===== config.mk =====
export PLATFORM = sky130hd
export DESIGN_NAME = fetch_sequencer
export DESIGN_NICKNAME = d
export VERILOG_FILES = /design/src/rtl/fetch_pkg.sv /design/src/rtl/sat_counter.sv /design/src/rtl/fetch_sequencer.sv
export SDC_FILE = /design/constraint.sdc
export NUM_CORES = 1
export LEC_CHECK = 0
export BUFFER_PORTS_ARGS = -buffer_cell sky130_fd_sc_hd__buf_2
export CORE_ASPECT_RATIO = 1.5
export CORE_MARGIN = 5
export CORE_UTILIZATION = 52
export DETAILED_ROUTE_END_ITERATION = 10
export HOLD_SLACK_MARGIN = 0.06
export PLACE_DENSITY = 0.78
export SYNTH_ARGS = -nofsm -noshare
export SYNTH_HDL_FRONTEND = slang
export SYNTH_SLANG_ARGS = --single-unit

===== constraint.sdc =====
create_clock -name clk -period 2.5 [get_ports clk]
set_clock_uncertainty 0.15 [all_clocks]
set_input_delay 0.125 -clock clk [delete_from_list [all_inputs] [get_ports clk]]
set_output_delay 0.125 -clock clk [all_outputs]
set_load 0.1 [all_outputs]

===== src/rtl/fetch_pkg.sv =====
// Shared fetch-stage definitions: sequencer states, halt opcode and opcode field layout.
package fetch_pkg;

  typedef enum logic [1:0] {
    IDLE   = 2'd0,
    RUN    = 2'd1,
    HALTED = 2'd2
  } fetch_state_t;

  localparam int OPCODE_W = 4;
  localparam logic [OPCODE_W-1:0] HALT_OPCODE = 4'b1110;

  // Opcode occupies the top OPCODE_W bits of the instruction word.
  localparam int DEFAULT_INSTR_W = 9;
  localparam int OPCODE_MSB = DEFAULT_INSTR_W - 1;
  localparam int OPCODE_LSB = DEFAULT_INSTR_W - OPCODE_W;

endpackage


===== src/rtl/sat_counter.sv =====
// Up-counter that sticks at all-ones; clr takes priority over inc.
module sat_counter
  import fetch_pkg::*;
#(
  parameter int W = 16
) (
  input  logic         clk,
  input  logic         reset,
  input  logic         clr,
  input  logic         inc,
  output logic [W-1:0] count
);

  logic [W-1:0] count_q;
  logic [W-1:0] count_d;

  always_comb begin
    count_d = count_q;
    if (clr) begin
      count_d = '0;
    end else if (inc && (count_q != {W{1'b1}})) begin
      count_d = count_q + 1'b1;
    end
  end

  always_ff @(posedge clk) begin
    if (reset) begin
      count_q <= '0;
    end else begin
      count_q <= count_d;
    end
  end

  assign count = count_q;

endmodule


===== src/rtl/fetch_sequencer.sv =====
// Program-counter sequencer for the instruction ROM with stall/branch handshake,
// halt detection and cycle/retired performance counters.
//
//   state  | meaning
//   IDLE   | waiting for start, pc held at 0
//   RUN    | fetching; one instruction per cycle when not stalled
//   HALTED | halt opcode seen, done held, counters frozen
module fetch_sequencer
  import fetch_pkg::*;
#(
  parameter int PC_W    = 4,
  parameter int INSTR_W = 9,
  parameter logic [OPCODE_W-1:0] HALT_OPCODE = fetch_pkg::HALT_OPCODE,
  parameter int CNT_W   = 16
) (
  input  logic               clk,
  input  logic               reset,
  input  logic               start,
  input  logic               stall,
  input  logic               branch_taken,
  input  logic [PC_W-1:0]    branch_target,
  input  logic [INSTR_W-1:0] inst_in,
  output logic [PC_W-1:0]    inst_address,
  output logic [INSTR_W-1:0] instr,
  output logic               instr_valid,
  output logic               done,
  output logic [CNT_W-1:0]   cycle_count,
  output logic [CNT_W-1:0]   retired_count
);

  fetch_state_t    state_q, state_d;
  logic [PC_W-1:0] pc_q, pc_d;
  logic            done_q, done_d;
  logic            cnt_clr;
  logic            is_halt;
  logic            advance;
  logic            in_run;

  assign is_halt     = (inst_in[INSTR_W-1 -: OPCODE_W] == HALT_OPCODE);
  assign in_run      = (state_q == RUN);
  assign instr_valid = in_run && !is_halt;
  assign advance     = instr_valid && !stall;

  always_comb begin
    state_d = state_q;
    pc_d    = pc_q;
    done_d  = done_q;
    cnt_clr = 1'b0;
    case (state_q)
      IDLE: begin
        pc_d = '0;
        if (start) begin
          state_d = RUN;
          done_d  = 1'b0;
          cnt_clr = 1'b1;
        end
      end
      RUN: begin
        // Halt wins over stall/branch; the halt address stays on the bus.
        if (is_halt) begin
          state_d = HALTED;
          done_d  = 1'b1;
        end else if (advance) begin
          pc_d = branch_taken ? branch_target : pc_q + 1'b1;
        end
      end
      HALTED: begin
        if (start) begin
          state_d = RUN;
          pc_d    = '0;
          done_d  = 1'b0;
          cnt_clr = 1'b1;
        end
      end
      default: begin
        state_d = IDLE;
        pc_d    = '0;
        done_d  = 1'b0;
      end
    endcase
  end

  always_ff @(posedge clk) begin
    if (reset) begin
      state_q <= IDLE;
      pc_q    <= '0;
      done_q  <= 1'b0;
    end else begin
      state_q <= state_d;
      pc_q    <= pc_d;
      done_q  <= done_d;
    end
  end

  sat_counter #(.W(CNT_W)) u_cycle_cnt (
    .clk   (clk),
    .reset (reset),
    .clr   (cnt_clr),
    .inc   (in_run),
    .count (cycle_count)
  );

  sat_counter #(.W(CNT_W)) u_retired_cnt (
    .clk   (clk),
    .reset (reset),
    .clr   (cnt_clr),
    .inc   (advance),
    .count (retired_count)
  );

  assign inst_address = pc_q;
  assign instr        = inst_in;
  assign done         = done_q;

endmodule

==> metrics.csv <==
metric,value,unit
Critical Path Fanout Max,26,
"Arr. time, crit path",2.13,ns
violation count after the first detailed-route iteration,54,
root buffer cell,clkbuf_8,
clock insertion delay at the later pin of the skew report,0.28,ns
die footprint,5710,sq um
number of synthesized flops with an enable pin,0,
post-detailed-placement half-perimeter wirelength,3.71,mm
Required @ worst endpoint,2.56,ns
unrepaired setup endpoints after global routing,false,
outcome,"finished, final reports clean",
standard cell area after detailed placement,2420,sq um
overall die height,90.1,um
share of synthesized flip-flops with an asynchronous set or reset,0,
Worst-path clk slew,0.07,ns
Routed wire per std cell,14.3,um
Critical Path End Type,flip-flop,
via density per instance,6.11,
maximum resistive drop on vdd,0.461,mV
syn avg cell area,8.65,sq um
Final Power,0.00121,W
Crit Path Category,reg -> reg,
shortest clock period the worst path allows after layout,2.08,ns
Post-CTS Setup Repair Bufs,0,
number of H-tree branching levels,2,
final wirelength,4.97,mm
leakage dissipation,1.02,nW
x dimension of the die,63.4,um
total global routing track utilization,0.170,
power per cell area,479,nW/um^2
hold slack,0.0740,ns
transition at the pin with the smallest max-transition slack,0.678,ns
Antenna Diode Count,0,
clk sink count,38,
number of distinct standard cells referenced by the synthesized netlist,57,
remaining routing DRC violations,0,
number of endpoints with negative hold slack in the final report,0,
highest signal layer in the routed design,met4,
area fraction of the dominant cell type after synthesis,0.342,
final setup fails,0,
Slew Limit Fails,0,
classification of the worst-slack hold path,in -> reg,
wire length on met1,2.18,mm
clock buffers created by TritonCTS,5,
CTS Buffer Depth,2,
Yosys warning total,0,
initial cell density of the core,0.533,
post-synthesis instance area,2220,sq um
Synth area leaders,"dfxtp_1 (34%), a21oi_1 (5.2%), mux2i_1 (4.5%), nand2_1 (4.2%), o31ai_1 (4.1%)",
crit path launch type,flip-flop,
CTS tree,built,
count of mapped cells out of synthesis,257,
vias in the first global route,1879,
core occupancy in the finished layout,0.606,
pin count of the biggest net entering global routing,28,
remaining antenna violation count,0,
post-synthesis sequential element count,38,
post-layout instance area,2530,sq um
number of placed I/O pins,65,
cell taking the most area after synthesis,dfxtp_1,
global-route wire length before repair,8.30,mm
core area,4170,sq um
residual overflow from global routing,0,
Pre-Repair DR Iteration Count,4,
number of nets in the layout,321,
RD Place Congestion,0.788,
wire length on met2,2.47,mm
reported max-cap violation count,0,
Detail Route met3 WL,296,um
number of antenna violations at the first check in global routing,0,
tightest slew margin relative to the limit,0.548,
synthesis-to-layout area growth,13.7,%
via count,2121,
setup tns final,0,ns
layout cells sized above 1,0.272,
maximum clock rate,0.482,GHz
nets in the synthesized netlist,278,
most instantiated flip-flop cell in the synthesis netlist,dfxtp_1,
# port buffers,54,
Tcrit/Tclk final,0.831,
fraction of the yosys area taken by sequential cells,0.342,
standard-cell row count,29,
-- state kept, by name, indices dropped and copies added, names as in the netlist --
name	cells
u_cycle_cnt.count	16
state_q	2
inst_address	4
u_retired_cnt.count	16
-- worst paths after layout --
path,startpoint,end,slack (ns),cells past startpoint
setup / recovery,state_q[0],u_retired_cnt.count[14],0.42,4
hold / removal,branch_target[2],inst_address[2],0.07,4
setup reg to reg,state_q[0],u_retired_cnt.count[14],0.42,4
hold reg to reg,u_retired_cnt.count[7],u_retired_cnt.count[7],0.33,2
-- final cells by class --
class | instances | area [sq um]
clock buffer | 7 | 86.3
clock inverter | 1 | 5.00
fill | 376 | 1650
inverter | 8 | 30.0
multi-input combinational | 188 | 1270
sequential | 38 | 763
tap | 46 | 57.6
timing repair buffer | 59 | 313
-- metal layers --
metal | vias to the layer above | global-route usage
li1 | 1059 | -
met1 | 1004 | 0.210
met2 | 56 | 0.282
met3 | 2 | 0.0436
met4 | 0 | 0.0555
met5 | - | 0
-- report_power, final --
part | switching, W | internal (W)
Combinational | 0.000125 | 0.0000394
Sequential | 0.00000654 | 0.000611
Clock | 0.000207 | 0.000222
-- placed cells by master, fill, tap and decap left out, types with 4 or more instances in the layout --
master    netlist  routed
nor2_1          8       7
nor3_1          6       6
buf_2           4      54
nand4_1         6       6
dfxtp_1        38      36
o21a_1          4       4
clkbuf_8        1       6
and3_1          5       5
nand3_1        11      11
o31ai_1        12      12
nor4_2          5       5
nand2_1        25      25
or4_1          11      11
mux2i_1        10      10
a21oi_1        23      23
or3_1          12      12
inv_1           8       8
-- cells by family after synthesis --
group	Yosys count	synth area share
DFF	38	0.342
xor gates and xnor gates	1	0.00394
and+or+nand+nor	113	0.321
adders and majority gates	3	0.0169
buffers and inverters	31	0.0861
AOI/OAI and AO/OA	61	0.185
muxes	10	0.0450
-- metrics by stage --
step	setup slack, ns	cells
final	0.424	347
after global routing	0.247	347
after CTS	0.428	347
after detailed placement	0.458	337
after global placement	0.526	337
after floorplan	0.0127	257
-- worst max-delay path: stages (launching register included) --
cell,delay (ns)
dfxtp_1,0.40
and2b_1,0.21
nand3_2,0.44
or4_1,0.66
a21oi_1,0.15
-- what timing repair did --
item | 4_1_cts | 5_1_grt
hold endpoints to repair | 4 | 0
resized for setup | 0 | 0
hold buffers | 2 | 0
-- cell usage after synthesis (all sizes together) (2+ instances only) --
cell type / count
or3: 12
o41ai: 3
and3: 6
or4: 11
ha: 3
nand4: 6
nor3: 7
mux2i: 10
nor2: 8
nor4: 7
clkbuf: 6
nand2: 25
buf: 17
o311ai: 3
o21ai: 5
a21oi: 23
dfxtp: 38
and2: 2
and4: 5
and4b: 2
o211ai: 2
inv: 8
o21a: 4
nand2b: 2
nand3: 12
a31oi: 2
o31ai: 12
(Power assumes the default switching activity.)
